### src/rtl/pmod_dac_tx_pkg.sv
`default_nettype none
// +----------------------------------------------------------------------------+
// | Module      : pmod_dac_tx_pkg                                              |
// | Description : Shared constants, FSM state encoding and frame-building       |
// |               helper for the dual-channel PMOD DAC serial transmitter.      |
// | Ports       : none (package)                                               |
// | Revision    : 1.0  initial release                                         |
// +----------------------------------------------------------------------------+
package pmod_dac_tx_pkg;

  // Serial frame width: 2 don't-care bits, 2 power-down bits, 12 data bits.
  localparam int c_frame_w = 16;
  // MSB index of a DAC sample (samples are [c_sample_msb:0]).
  localparam int c_sample_msb = 11;
  // Default SCLK half-period in clk cycles.
  localparam int c_clk_div_default = 4;
  // Phase counter width; holds CLK_DIV-1 for CLK_DIV up to 255.
  localparam int c_phase_w = 8;
  // Bit counter width; counts 0..c_frame_w-1.
  localparam int c_bit_cnt_w = 4;

  typedef enum logic [1:0] {
    ST_IDLE  = 2'd0,
    ST_SHIFT = 2'd1,
    ST_QUIET = 2'd2
  } state_t;

  // Frame word sent on each DAC data line, MSB first.
  function automatic logic [c_frame_w-1:0] build_frame(
    input logic [1:0]            pd,
    input logic [c_sample_msb:0] sample
  );
    return {2'b00, pd, sample};
  endfunction

endpackage
`default_nettype wire

### src/rtl/pmod_dac_tx_if.sv
`default_nettype none
// +----------------------------------------------------------------------------+
// | Module      : pmod_dac_tx_if                                               |
// | Description : Sample handshake, status and DAC pin bundle.                  |
// | Ports       : sample_a/sample_b/sample_valid (producer -> tx)               |
// |               sample_ready/busy/frame_done   (tx -> producer)               |
// |               dac_sync_n/dac_sclk/dac_din_a/dac_din_b (tx -> DAC pins)      |
// |               modport master = producer side, slave = transmitter side     |
// | Revision    : 1.0  initial release                                         |
// +----------------------------------------------------------------------------+
interface pmod_dac_tx_if;
  import pmod_dac_tx_pkg::*;

  logic [c_sample_msb:0] sample_a;
  logic [c_sample_msb:0] sample_b;
  logic                  sample_valid;
  logic                  sample_ready;
  logic                  busy;
  logic                  frame_done;
  logic                  dac_sync_n;
  logic                  dac_sclk;
  logic                  dac_din_a;
  logic                  dac_din_b;

  modport master (
    output sample_a,
    output sample_b,
    output sample_valid,
    input  sample_ready,
    input  busy,
    input  frame_done,
    input  dac_sync_n,
    input  dac_sclk,
    input  dac_din_a,
    input  dac_din_b
  );

  modport slave (
    input  sample_a,
    input  sample_b,
    input  sample_valid,
    output sample_ready,
    output busy,
    output frame_done,
    output dac_sync_n,
    output dac_sclk,
    output dac_din_a,
    output dac_din_b
  );

endinterface
`default_nettype wire

### src/rtl/pmod_dac_tx_sclk_phase_gen.sv
`default_nettype none
// +----------------------------------------------------------------------------+
// | Module      : sclk_phase_gen                                               |
// | Description : SCLK phase counter. While enabled, counts 0..CLK_DIV-1 and    |
// |               wraps, alternating between the high and low half of a bit.    |
// |               Emits a fall tick on the last cycle of a high half and a rise |
// |               tick on the last cycle of a low half.                         |
// | Ports       : clk, reset     clock / synchronous active-high reset          |
// |               i_en           count enable; low holds the counter cleared    |
// |               o_fall_tick    high half ends this cycle                      |
// |               o_rise_tick    low half (whole bit period) ends this cycle    |
// | Revision    : 1.0  initial release                                         |
// +----------------------------------------------------------------------------+
module sclk_phase_gen
  import pmod_dac_tx_pkg::*;
#(
  parameter int CLK_DIV = c_clk_div_default
) (
  input  wire logic clk,
  input  wire logic reset,
  input  wire logic i_en,
  output logic      o_fall_tick,
  output logic      o_rise_tick
);

  localparam logic [c_phase_w-1:0] c_last_phase = c_phase_w'(CLK_DIV - 1);

  logic [c_phase_w-1:0] r_phase;
  logic                 r_low_half;  // 0 = high half of the bit, 1 = low half
  logic                 w_wrap;

  assign w_wrap = i_en && (r_phase == c_last_phase);

  // Holding the counter cleared while disabled guarantees each frame and each
  // quiet gap starts at phase 0 of a high half.
  always_ff @(posedge clk) begin
    if (reset || !i_en) begin
      r_phase    <= '0;
      r_low_half <= 1'b0;
    end else if (w_wrap) begin
      r_phase    <= '0;
      r_low_half <= ~r_low_half;
    end else begin
      r_phase    <= r_phase + 1'b1;
    end
  end

  assign o_fall_tick = w_wrap && !r_low_half;
  assign o_rise_tick = w_wrap &&  r_low_half;

endmodule
`default_nettype wire

### src/rtl/pmod_dac_tx.sv
`default_nettype none
// +----------------------------------------------------------------------------+
// | Module      : pmod_dac_tx                                                  |
// | Description : Dual-channel serial DAC transmitter. Accepts a pair of 12-bit |
// |               samples, shifts two 16-bit frames out in lockstep under one   |
// |               SYNC/SCLK, then holds a quiet gap before the next accept.    |
// | Parameters  : CLK_DIV  SCLK half-period in clk cycles (1..255)             |
// |               PD_MODE  power-down field placed in frame bits [13:12]       |
// | Ports       : clk, reset  clock / synchronous active-high reset            |
// |               bus        pmod_dac_tx_if.slave (handshake, status, DAC pins) |
// | Revision    : 1.0  initial release                                         |
// +----------------------------------------------------------------------------+
module pmod_dac_tx
  import pmod_dac_tx_pkg::*;
#(
  parameter int         CLK_DIV = c_clk_div_default,
  parameter logic [1:0] PD_MODE = 2'b00
) (
  input  wire logic     clk,
  input  wire logic     reset,
  pmod_dac_tx_if.slave  bus
);

  localparam logic [c_bit_cnt_w-1:0] c_last_bit = c_bit_cnt_w'(c_frame_w - 1);

  state_t                 r_state,      w_state_nxt;
  logic [c_frame_w-1:0]   r_shift_a,    w_shift_a_nxt;
  logic [c_frame_w-1:0]   r_shift_b,    w_shift_b_nxt;
  logic [c_bit_cnt_w-1:0] r_bit_cnt,    w_bit_cnt_nxt;
  logic                   r_sync_n,     w_sync_n_nxt;
  logic                   r_sclk,       w_sclk_nxt;
  logic                   r_frame_done, w_frame_done_nxt;

  logic w_phase_en;
  logic w_fall_tick;
  logic w_rise_tick;

  // Phase generator runs through the whole frame and the quiet gap.
  assign w_phase_en = (r_state != ST_IDLE);

  sclk_phase_gen #(
    .CLK_DIV (CLK_DIV)
  ) u_sclk_phase_gen (
    .clk         (clk),
    .reset       (reset),
    .i_en        (w_phase_en),
    .o_fall_tick (w_fall_tick),
    .o_rise_tick (w_rise_tick)
  );

  always_ff @(posedge clk) begin
    if (reset) begin
      r_state      <= ST_IDLE;
      r_shift_a    <= '0;
      r_shift_b    <= '0;
      r_bit_cnt    <= '0;
      r_sync_n     <= 1'b1;
      r_sclk       <= 1'b1;
      r_frame_done <= 1'b0;
    end else begin
      r_state      <= w_state_nxt;
      r_shift_a    <= w_shift_a_nxt;
      r_shift_b    <= w_shift_b_nxt;
      r_bit_cnt    <= w_bit_cnt_nxt;
      r_sync_n     <= w_sync_n_nxt;
      r_sclk       <= w_sclk_nxt;
      r_frame_done <= w_frame_done_nxt;
    end
  end

  always_comb begin
    w_state_nxt      = r_state;
    w_shift_a_nxt    = r_shift_a;
    w_shift_b_nxt    = r_shift_b;
    w_bit_cnt_nxt    = r_bit_cnt;
    w_sync_n_nxt     = r_sync_n;
    w_sclk_nxt       = r_sclk;
    w_frame_done_nxt = 1'b0;

    case (r_state)
      ST_IDLE: begin
        // Accept: capture both samples and present bit 15 with SCLK high.
        if (bus.sample_valid) begin
          w_state_nxt   = ST_SHIFT;
          w_shift_a_nxt = build_frame(PD_MODE, bus.sample_a);
          w_shift_b_nxt = build_frame(PD_MODE, bus.sample_b);
          w_bit_cnt_nxt = '0;
          w_sync_n_nxt  = 1'b0;
          w_sclk_nxt    = 1'b1;
        end
      end

      ST_SHIFT: begin
        if (w_fall_tick) begin
          w_sclk_nxt = 1'b0;
        end else if (w_rise_tick) begin
          // Data only advances together with the rising SCLK edge, so it is
          // stable across the whole low half where the DAC samples it.
          w_sclk_nxt = 1'b1;
          if (r_bit_cnt == c_last_bit) begin
            w_state_nxt      = ST_QUIET;
            w_sync_n_nxt     = 1'b1;
            w_shift_a_nxt    = '0;
            w_shift_b_nxt    = '0;
            w_bit_cnt_nxt    = '0;
            w_frame_done_nxt = 1'b1;
          end else begin
            w_bit_cnt_nxt = r_bit_cnt + 1'b1;
            w_shift_a_nxt = {r_shift_a[c_frame_w-2:0], 1'b0};
            w_shift_b_nxt = {r_shift_b[c_frame_w-2:0], 1'b0};
          end
        end
      end

      ST_QUIET: begin
        // The phase generator restarts at phase 0 on entry, so one full bit
        // period (2*CLK_DIV cycles) elapses before the rise tick.
        if (w_rise_tick) begin
          w_state_nxt = ST_IDLE;
        end
      end

      default: begin
        w_state_nxt = ST_IDLE;
      end
    endcase
  end

  assign bus.sample_ready = (r_state == ST_IDLE);
  assign bus.busy         = (r_state != ST_IDLE);
  assign bus.frame_done   = r_frame_done;
  assign bus.dac_sync_n   = r_sync_n;
  assign bus.dac_sclk     = r_sclk;
  // Shift registers are cleared outside a frame, so the data lines idle low.
  assign bus.dac_din_a    = r_shift_a[c_frame_w-1];
  assign bus.dac_din_b    = r_shift_b[c_frame_w-1];

endmodule
`default_nettype wire

### src/flat_wrapper.sv
// flat-port wrapper written by rule: the top's interface ports become plain ports
module pmod_dac_tx_flat import pmod_dac_tx_pkg::*;
#(
  parameter int         CLK_DIV = c_clk_div_default,
  parameter logic [1:0] PD_MODE = 2'b00
)
  (clk, reset, bus_sample_a, bus_sample_b, bus_sample_valid, bus_sample_ready, bus_busy, bus_frame_done, bus_dac_sync_n, bus_dac_sclk, bus_dac_din_a, bus_dac_din_b);
  pmod_dac_tx_if bus_i ();
  input  wire logic clk;
  input  wire logic reset;
  input wire logic [$bits(bus_i.sample_a)-1:0] bus_sample_a;
  input wire logic [$bits(bus_i.sample_b)-1:0] bus_sample_b;
  input wire logic [$bits(bus_i.sample_valid)-1:0] bus_sample_valid;
  output wire logic [$bits(bus_i.sample_ready)-1:0] bus_sample_ready;
  output wire logic [$bits(bus_i.busy)-1:0] bus_busy;
  output wire logic [$bits(bus_i.frame_done)-1:0] bus_frame_done;
  output wire logic [$bits(bus_i.dac_sync_n)-1:0] bus_dac_sync_n;
  output wire logic [$bits(bus_i.dac_sclk)-1:0] bus_dac_sclk;
  output wire logic [$bits(bus_i.dac_din_a)-1:0] bus_dac_din_a;
  output wire logic [$bits(bus_i.dac_din_b)-1:0] bus_dac_din_b;
  assign bus_i.sample_a = bus_sample_a;
  assign bus_i.sample_b = bus_sample_b;
  assign bus_i.sample_valid = bus_sample_valid;
  assign bus_sample_ready = bus_i.sample_ready;
  assign bus_busy = bus_i.busy;
  assign bus_frame_done = bus_i.frame_done;
  assign bus_dac_sync_n = bus_i.dac_sync_n;
  assign bus_dac_sclk = bus_i.dac_sclk;
  assign bus_dac_din_a = bus_i.dac_din_a;
  assign bus_dac_din_b = bus_i.dac_din_b;
  pmod_dac_tx #(.CLK_DIV(CLK_DIV), .PD_MODE(PD_MODE)) u_core (.clk(clk), .reset(reset), .bus(bus_i));
endmodule
### config.mk
export PLATFORM = sky130hd
export DESIGN_NAME = pmod_dac_tx_flat
export DESIGN_NICKNAME = d
export VERILOG_FILES = /design/src/rtl/pmod_dac_tx_pkg.sv /design/src/rtl/pmod_dac_tx_if.sv /design/src/rtl/pmod_dac_tx_sclk_phase_gen.sv /design/src/rtl/pmod_dac_tx.sv /design/src/flat_wrapper.sv
export SDC_FILE = /design/constraint.sdc
export NUM_CORES = 1
export LEC_CHECK = 0
export BUFFER_PORTS_ARGS = -buffer_cell sky130_fd_sc_hd__buf_4
export CAP_MARGIN = 20
export CORE_MARGIN = 4
export CORE_UTILIZATION = 35
export CTS_BUF_LIST = sky130_fd_sc_hd__clkbuf_8
export CTS_CLUSTER_DIAMETER = 40
export DETAILED_ROUTE_END_ITERATION = 16
export HOLD_SLACK_MARGIN = 0.06
export PLACE_DENSITY = 0.52
export SLEW_MARGIN = 25
export SYNTH_ARGS = -nofsm -noshare
export SYNTH_HDL_FRONTEND = slang
export SYNTH_HIERARCHICAL = 1
export SYNTH_SLANG_ARGS = --single-unit
### constraint.sdc
create_clock -name clk -period 2.05 [get_ports clk]
set_clock_uncertainty 0.1 [all_clocks]
set_input_delay 0.41 -clock clk [delete_from_list [all_inputs] [get_ports clk]]
set_output_delay 0.41 -clock clk [all_outputs]
set_load 0.03 [all_outputs]
==> results of run 1 <==
## kinds of logic after synthesis
| kind of cell | count (synthesis) |
|---|---|
| buf+inv | 30 |
| flops | 50 |
| xor+xnor | 3 |
| fa+ha+maj | 2 |
| simple gates | 122 |
| compound gates | 53 |
## cell usage after synthesis, types with 2 or more instances
cell / count
clkbuf_1: 6
nor2b_1: 3
nand3_1: 30
a211oi_1: 2
nand2_1: 30
inv_1: 8
nand3b_1: 2
xor2_1: 2
o32ai_1: 3
ha_1: 2
buf_6: 2
or3_1: 4
nor2_1: 9
a21oi_1: 6
buf_2: 7
nor3_1: 23
a311oi_1: 22
dfxtp_1: 50
a32o_1: 4
o22ai_1: 3
o21ai_0: 4
nand2b_1: 5
and3_1: 2
buf_4: 7
nor4b_2: 2
## worst max-delay path, stage by stage, from the launching register on
cell and delay (ns):
dfxtp_2 0.34, ha_2 0.18, nor4b_4 0.24, and3_4 0.23, and4bb_4 0.35, clkbuf_16 0.19
nor3_1 0.05, a311oi_1 0.27
## registers in the layout, summed over array words and instances, names as in the netlist, 2 cells and up
name,cells
u_core/r_shift_a,16
u_core/r_shift_b,16
u_core/u_sclk_phase_gen/r_phase,8
u_core/r_bit_cnt,4
u_core/r_state,2
## timing repair
item,4_1_cts,5_1_grt
setup endpoints to repair,6,33
gates resized for setup,2,14
buffers inserted,0,2
pin swaps,2,14
cloned,0,3
## metal layers
layer  up-vias  routed length, um  part of all wire  global-route usage
li1       1057                  -                 -                   -
met1       990               2890              0.50               0.205
met2        55               2570              0.44               0.235
met3         5                332             0.057              0.0313
met4         0                 31            0.0053              0.0338
met5         -                  0                 0                   0
## stage by stage
| stage | area [um2] | worst slack (ns) | setup TNS [ns] | cells | total power (W) |
|---|---|---|---|---|---|
| 6_report | 3010 | 0.0166 | 0 | 385 | 0.00217 |
| 5_1_grt | 3010 | -0.0347 | -0.0684 | 385 | 0.00226 |
| 4_1_cts | 2890 | 0.0193 | 0 | 381 | 0.00218 |
| 3_5_place_dp | 2740 | -0.0389 | -0.132 | 373 | 0.00132 |
| 3_3_place_gp | 2740 | 0.0361 | 0 | 373 | 0.00132 |
| 2_1_floorplan | 2340 | -0.0224 | -0.201 | 260 | 0.00122 |
## path summary, 6_finish.rpt
kind / from / slack, ns / cells after the start / endpoint
max: u_core/u_sclk_phase_gen/r_phase[0]$_SDFF_PP0_ / 0.02 / 7 / u_core/r_shift_a[11]$_SDFFE_PP0P_
min: bus_sample_b[0] / 0.27 / 3 / u_core/r_shift_b[0]$_SDFFE_PP0P_
max reg2reg: u_core/u_sclk_phase_gen/r_phase[0]$_SDFF_PP0_ / 0.02 / 7 / u_core/r_shift_a[11]$_SDFFE_PP0P_
min reg2reg: u_core/r_shift_b[0]$_SDFFE_PP0P_ / 0.38 / 2 / u_core/r_shift_b[0]$_SDFFE_PP0P_
## final cells by class
type	count	share of cell area
repair buffers	62	0.176
multi-input cells	180	0.400
flip-flops and latches	50	0.335
well taps	77	0.0320
inverters	8	0.00999
clock inverters	2	0.0200
clock buffers	6	0.0275
## power by group through the flow
stage               sequential (W)  combinational, W  clock [W]
CTS                        0.00104          0.000258   0.000884
detailed placement         0.00106          0.000256          0
global route               0.00105          0.000293   0.000922
global placement           0.00106          0.000256          0
finish                     0.00104          0.000262   0.000863
floorplan                  0.00106          0.000163          0
==> impl_metrics.json, run 1 <==
{
  "outcome": "completed",
  "syn-num-nets": 289,
  "synth_enable_flop_cells": 0,
  "syn_area_mm2": 0.00230,
  "die_h_um": 89.0,
  "netlist_instances": 260,
  "setup_viol": 0,
  "startpoint_type": "flop",
  "grt-ovfl-total": 0,
  "coreArea_mm2": 0.00635,
  "maxCapViolCount": 0,
  "vias_per_cell": 5.47,
  "die_width_um": 89.0,
  "ys.flop_type": "dfxtp_1",
  "period_share": 0.992,
  "synth.area.mux_share": 0,
  "synth_compound_area_frac": 0.181,
  "clock_sinks": 50,
  "swShare": 0.234,
  "finalHoldViolCount": 0,
  "synth_top_family_by_area": "simple AND/OR/NAND/NOR gates",
  "wl_um": 5820,
  "period_needed_ns": 2.03,
  "p_comb_frac": 0.121,
  "hold_buffers": 0,
  "final-max-slew-violation-count": 0,
  "cts_max_path_buffers": 2,
  "clk_latency_ns": 0.30,
  "crit_required_ns": 2.16,
  "layout_common_cells": "57 x buf_4, 46 x dfxtp_1, 30 x nand3_1, 29 x nand2_1, 21 x a311oi_1",
  "grt_max_degree": 39,
  "yosysSeqAreaShare": 0.436,
  "synth.area.top_cells": "dfxtp_1 44%, a311oi_1 8.4%, nand3_1 6.5%",
  "drive_above_1_share": 0.305,
  "first_global_vias": 2006,
  "gp_congestion": 0.756,
  "io_buffers": 33,
  "grt_pass1_wl_um": 9420,
  "p_sw_w": 0.000508,
  "cp_max_fo": 6,
  "worstMarginPinSlew_ns": 0.470,
  "whs_ns": 0.271,
  "power_frac_seq": 0.480,
  "postRouteAntennaNets": 0,
  "worstPathArrival_ns": 2.14,
  "hold_path.class": "primary input to flop",
  "power.density_mw_per_mm2": 720,
  "yosys.area_share.simple": 0.289,
  "initial_utilization": 0.362,
  "postSynth.asyncResetShare": 0,
  "drtIter0Drc": 79,
  "fmax_ghz": 0.492,
  "intPower_w": 0.00166,
  "final_nets": 336,
  "clkTransAtPathRegs_ns": 0.10,
  "drcViolationCount": 0,
  "grt_use_total": 0.148,
  "p_leak_nw": 1.14,
  "diodes": 0,
  "synth_top_area_share": 0.436,
  "rows": 29,
  "dpl.hpwl_um": 3700,
  "end_kind": "flop",
  "fill_cells": 608,
  "synth.avg_cell_area_um2": 8.83,
  "timing.slew.headroom": 0.686,
  "die_area_mm2": 0.00792,
  "peakVddDrop_mv": 0.383,
  "final_common_cell": "buf_4",
  "ys_warn_count": 6,
  "drtPass1Iterations": 4,
  "multi_input_area_mm2": 0.00120,
  "num_io_pins": 34,
  "synth_top_area_cell": "dfxtp_1",
  "synth.distinct_cells": 47,
  "clockPowerShare": 0.399,
  "final_util": 0.473,
  "antenna_found_initial": 0,
  "seq_area_mm2": 0.00101,
  "wire_per_inst_um": 15.1,
  "crit_type": "flop to flop",
  "root_buffer": "clkbuf_8",
  "synth_seq_cells": 50,
  "cts_tree": "done",
  "vias": 2107,
  "area_delta_synth_final_pct": 31.0,
  "synth-adder-area-share": 0.0109,
  "synthXorXnorAreaFrac": 0.0114,
  "cts_buffers": 5,
  "h-tree-depth": 2
}
Note: power is estimated with default switching activity, not from simulation.
==> run 2, diff against run 1 <==
--- a/config.mk
+++ b/config.mk
@@ -8,12 +8,12 @@
 export BUFFER_PORTS_ARGS = -buffer_cell sky130_fd_sc_hd__buf_4
 export CAP_MARGIN = 20
 export CORE_MARGIN = 4
-export CORE_UTILIZATION = 35
+export CORE_UTILIZATION = 45
 export CTS_BUF_LIST = sky130_fd_sc_hd__clkbuf_8
 export CTS_CLUSTER_DIAMETER = 40
 export DETAILED_ROUTE_END_ITERATION = 16
 export HOLD_SLACK_MARGIN = 0.06
-export PLACE_DENSITY = 0.52
+export PLACE_DENSITY = 0.65
 export SLEW_MARGIN = 25
 export SYNTH_ARGS = -nofsm -noshare
 export SYNTH_HDL_FRONTEND = slang
==> run 2 against run 1 <==
Against the previous run: power down 8.5%; wire length down 8.2%; sequential share of layout area up 0.93 points; via count down 1.4%; register-to-register slack better by 0.07 ns; sequential power about the same; design area down 3.1%; largest cell class unchanged; largest power group unchanged; highest routed layer unchanged.
==> impl_metrics.json, run 2 (synthesis results as in run 1) <==
{
  "final_common_cell": "buf_4",
  "die_area_mm2": 0.00631,
  "rows": 25,
  "rsz0062_at_grt": "yes",
  "grt-ovfl-total": 0,
  "period_share": 0.958,
  "crit_chain": "ha_1 -> nor4b_4 -> and3_4 -> and4bb_2 -> buf_12 -> o22ai_1 -> a32o_1",
  "post_dp_cell_area_mm2": 0.00274,
  "hold_buffers": 0,
  "setup_viol": 0,
  "maxCapViolCount": 0,
  "diodes": 0,
  "peakVddDrop_mv": 0.642,
  "seq_area_mm2": 0.00100,
  "drtIter0Drc": 132,
  "hold_path.class": "primary input to flop",
  "use_met2": 0.303,
  "clock_sinks": 50,
  "startpoint_type": "flop",
  "io_buffers": 33,
  "multi_input_area_mm2": 0.00121,
  "whs_ns": 0.271,
  "cts_buffers": 5,
  "end_kind": "flop",
  "post-route-cell-area_mm2": 0.00291,
  "first_global_vias": 2049,
  "crit_required_ns": 2.14,
  "use_met3": 0.0372,
  "h-tree-depth": 2,
  "post-cts-setup-buffer-count": 0,
  "num_io_pins": 34,
  "die_width_um": 79.4,
  "wl_um": 5350,
  "grt_max_degree": 39,
  "area_delta_synth_final_pct": 26.9,
  "dpl.hpwl_um": 3560,
  "final-max-slew-violation-count": 0,
  "crit_type": "flop to flop",
  "timing.slew.headroom": 0.692,
  "vias_per_cell": 5.60,
  "fmax_ghz": 0.509,
  "initial_utilization": 0.477,
  "antenna_found_initial": 0,
  "total_power_w": 0.00198,
  "clkTransAtPathRegs_ns": 0.09,
  "busiest_layer": "met2",
  "cp_slowest_cell": "dfxtp_1",
  "worstMarginPinSlew_ns": 0.462,
  "fill_cells": 477,
  "final_util": 0.605,
  "drcViolationCount": 0,
  "drive_above_1_share": 0.280,
  "clk_latency_ns": 0.30,
  "power.density_mw_per_mm2": 680,
  "cts_max_path_buffers": 2,
  "vias": 2078,
  "p_leak_nw": 1.11,
  "coreArea_mm2": 0.00482,
  "root_buffer": "clkbuf_8",
  "slowest_delay_ns": 0.33,
  "grtUsageMet1": 0.241,
  "outcome": "completed",
  "wire_per_inst_um": 14.4,
  "drtPass1Iterations": 5,
  "top_regs": "u_core/r_shift_a x16, u_core/r_shift_b x16, u_core/u_sclk_phase_gen/r_phase x8",
  "grt_use_total": 0.184,
  "cp_max_fo": 12,
  "gp_congestion": 0.835,
  "layout_common_cells": "54 x buf_4, 49 x dfxtp_1, 30 x nand3_1, 29 x nand2_1, 22 x nor3_1",
  "postRouteAntennaNets": 0,
  "final_nets": 332,
  "worstPathArrival_ns": 2.05,
  "die_h_um": 79.4,
  "grt_pass1_wl_um": 9400,
  "cts_tree": "done",
  "finalHoldViolCount": 0,
  "period_needed_ns": 1.96
}
## run 2: cell count changes in the layout (fill, tap and decap cells not counted), moves of 2 or more
cell	previous run	this run
dfxtp_2	4	1
inv_1	7	9
clkbuf_16	2	0
o32ai_1	3	1
nor3_1	20	22
dfxtp_1	46	49
buf_4	57	54
o32ai_2	0	2
nor3_2	2	0
## run 2: worst max-delay path: cells and delay by family, from the launching register on
| kind | cells | cell delay [ns] |
|---|---|---|
| simple gates | 3 | 0.76 |
| compound gates | 2 | 0.33 |
| buf+inv | 1 | 0.15 |
| flops | 1 | 0.33 |
| fa+ha+maj | 1 | 0.17 |
## run 2: area by class of cell
cell class,count,area share
clock buffers,5,0.0236
clock inverters,3,0.0142
inverters,8,0.0103
multi-input cells,180,0.414
flip-flops and latches,50,0.344
well taps,67,0.0288
repair buffers,58,0.165
## run 2: through the flow
stage / setup TNS [ns] / instances / worst slack, ns
2_1_floorplan: -0.201 / 260 / -0.0224
3_3_place_gp: 0 / 363 / 0.0815
3_5_place_dp: -0.0205 / 363 / -0.0205
4_1_cts: 0 / 371 / 0.0420
5_1_grt: -0.0175 / 371 / -0.0103
6_report: 0 / 371 / 0.0866
## run 2: power breakdown
group	internal [W]	switching, W
clock network	0.000359	0.000321
registers	0.00101	0.0000232
logic	0.000123	0.000140
## run 2: what timing repair did
item | CTS | global route
pin swaps | 0 | 2
setup endpoints to repair | 2 | 31
resized for setup | 1 | 12
## run 2: metal layers
layer  share of wire  routed length (um)  vias up
li1                -                   -     1046
met1            0.48                2560      981
met2            0.46                2470       44
met3           0.049                 264        7
met4           0.011                  58        0
met5               0                   0        -
## run 2: final timing paths
path | from | end | slack, ns | cells past startpoint
max | u_core/u_sclk_phase_gen/r_phase[1]$_SDFF_PP0_ | u_core/r_bit_cnt[2]$_SDFFE_PP0P_ | 0.09 | 7
min | bus_sample_b[0] | u_core/r_shift_b[0]$_SDFFE_PP0P_ | 0.27 | 3
max reg2reg | u_core/u_sclk_phase_gen/r_phase[1]$_SDFF_PP0_ | u_core/r_bit_cnt[2]$_SDFFE_PP0P_ | 0.09 | 7
min reg2reg | u_core/r_shift_a[0]$_SDFFE_PP0P_ | u_core/r_shift_a[0]$_SDFFE_PP0P_ | 0.37 | 2
==> run 3, diff against run 2 <==
--- a/config.mk
+++ b/config.mk
@@ -8,12 +8,12 @@
 export BUFFER_PORTS_ARGS = -buffer_cell sky130_fd_sc_hd__buf_4
 export CAP_MARGIN = 20
 export CORE_MARGIN = 4
-export CORE_UTILIZATION = 45
+export CORE_UTILIZATION = 53
 export CTS_BUF_LIST = sky130_fd_sc_hd__clkbuf_8
 export CTS_CLUSTER_DIAMETER = 40
 export DETAILED_ROUTE_END_ITERATION = 16
 export HOLD_SLACK_MARGIN = 0.06
-export PLACE_DENSITY = 0.65
+export PLACE_DENSITY = 0.78
 export SLEW_MARGIN = 25
 export SYNTH_ARGS = -nofsm -noshare
 export SYNTH_HDL_FRONTEND = slang
==> run 3 against run 2 <==
Against the previous run: power down 5.1%; highest routed layer unchanged; largest power group unchanged; global-route usage up 1.3 points; critical path type unchanged; sequential cell count unchanged.
==> impl_metrics.json, run 3 (synthesis results as in run 1) <==
{
  "crit_required_ns": 2.16,
  "post-route-cell-area_mm2": 0.00283,
  "cp_max_fo": 14,
  "final-max-slew-violation-count": 0,
  "post_dp_cell_area_mm2": 0.00268,
  "grt_max_degree": 39,
  "first_global_vias": 1912,
  "antenna_found_initial": 0,
  "vias_per_cell": 5.86,
  "worstMarginPinSlew_ns": 0.463,
  "power.density_mw_per_mm2": 665,
  "root_buffer": "clkbuf_8",
  "layout_common_cells": "53 x buf_4, 50 x dfxtp_1, 30 x nand2_1, 30 x nand3_1, 22 x nor3_1",
  "maxCapViolCount": 0,
  "hold_path.class": "primary input to flop",
  "worstPathArrival_ns": 2.12,
  "grt_use_total": 0.197,
  "num_io_pins": 34,
  "wire_per_inst_um": 14.8,
  "hold_buffers": 0,
  "grt_pass1_wl_um": 8420,
  "startpoint_type": "flop",
  "p_leak_nw": 1.09,
  "area_delta_synth_final_pct": 23.1,
  "fill_cells": 332,
  "diodes": 0,
  "wl_um": 5210,
  "io_buffers": 33,
  "clock_sinks": 50,
  "rows": 23,
  "period_needed_ns": 2.01,
  "layoutNonFillerInstCount": 351,
  "setup_viol": 0,
  "die_h_um": 73.8,
  "drcViolationCount": 0,
  "postRouteAntennaNets": 0,
  "dpl.hpwl_um": 3460,
  "outcome": "completed",
  "drtPass1Iterations": 4,
  "gp_congestion": 0.799,
  "drtIter0Drc": 184,
  "clkTransAtPathRegs_ns": 0.09,
  "cts_buffers": 5,
  "peakVddDrop_mv": 0.536,
  "coreArea_mm2": 0.00409,
  "final_nets": 329,
  "fmax_ghz": 0.498,
  "cts_max_path_buffers": 2,
  "use_met2": 0.324,
  "busiest_layer": "met2",
  "die_width_um": 73.8,
  "grtUsageMet1": 0.249,
  "end_kind": "flop",
  "timing.slew.headroom": 0.691,
  "h-tree-depth": 2,
  "vias": 2058,
  "period_share": 0.980,
  "finalHoldViolCount": 0,
  "drive_above_1_share": 0.262,
  "crit_type": "flop to flop",
  "die_area_mm2": 0.00545,
  "rsz0062_at_grt": "yes",
  "top_regs": "u_core/r_shift_a x16, u_core/r_shift_b x16, u_core/u_sclk_phase_gen/r_phase x8",
  "cts_tree": "done",
  "initial_utilization": 0.562,
  "use_met3": 0.0451,
  "clk_latency_ns": 0.30,
  "place_inst": 342,
  "grt-ovfl-total": 0,
  "final_common_cell": "buf_4"
}
## run 3: power breakdown
group	switching (W)	total, W	internal (W)
Sequential	0.0000235	0.00104	0.00101
Combinational	0.000139	0.000259	0.000120
Clock	0.000315	0.000582	0.000268
Total	0.000477	0.00188	0.00140
## run 3: worst max-delay path: stages, from the launching register on
cell and delay (ns):
dfxtp_1 0.34, ha_1 0.17, nor4b_4 0.25, and3_4 0.22
and4bb_1 0.26, buf_12 0.16, nand2_1 0.15, o32ai_1 0.26
## run 3: layout make-up
type / count / area (um2) / share of cell area
multi-input cells: 180 / 1200 / 0.426
flip-flops and latches: 50 / 1000 / 0.354
repair buffers: 55 / 438 / 0.155
clock buffers: 6 / 82.6 / 0.0292
well taps: 50 / 62.6 / 0.0221
inverters: 8 / 30.0 / 0.0106
clock inverters: 2 / 8.76 / 0.00310
## run 3: stage by stage
stage | setup WS (ns) | total power, W | utilization | hold slack (ns) | TNS [ns]
after floorplan | -0.0224 | 0.00122 | - | 0.341 | -0.201
after global placement | 0.0544 | 0.00130 | 0.655 | 0.353 | 0
after detailed placement | -0.0623 | 0.00131 | 0.655 | 0.362 | -0.171
after CTS | 0.00423 | 0.00188 | 0.680 | 0.268 | 0
after global routing | -0.106 | 0.00196 | 0.692 | 0.268 | -1.71
final | 0.0406 | 0.00188 | 0.692 | 0.276 | 0
## run 3: path summary, 6_finish.rpt
| kind | cells past startpoint | start | end | slack, ns |
|---|---|---|---|---|
| worst max-delay path | 7 | u_core/u_sclk_phase_gen/r_phase[0]$_SDFF_PP0_ | u_core/r_shift_b[12]$_SDFFE_PP0P_ | 0.04 |
| worst min register to register | 2 | u_core/r_shift_a[0]$_SDFFE_PP0P_ | u_core/r_shift_a[0]$_SDFFE_PP0P_ | 0.38 |
| worst max register to register | 7 | u_core/u_sclk_phase_gen/r_phase[0]$_SDFF_PP0_ | u_core/r_shift_b[12]$_SDFFE_PP0P_ | 0.04 |
| worst min-delay path | 3 | bus_sample_a[4] | u_core/r_shift_a[4]$_SDFFE_PP0P_ | 0.28 |
## run 3: layer usage
layer	up-vias	share of wire	wire length [um]
met5	-	0	0
met4	0	0.012	64
met3	7	0.055	286
met2	46	0.47	2450
met1	960	0.46	2410
li1	1045	-	-
## run 3: what timing repair did
| action | 4_1_cts | 5_1_grt |
|---|---|---|
| resized for setup | 1 | 7 |
| pin swaps | 0 | 1 |
| hold endpoints to repair | 0 | 0 |
| buffers inserted | 0 | 1 |
| setup endpoints to repair | 18 | 34 |
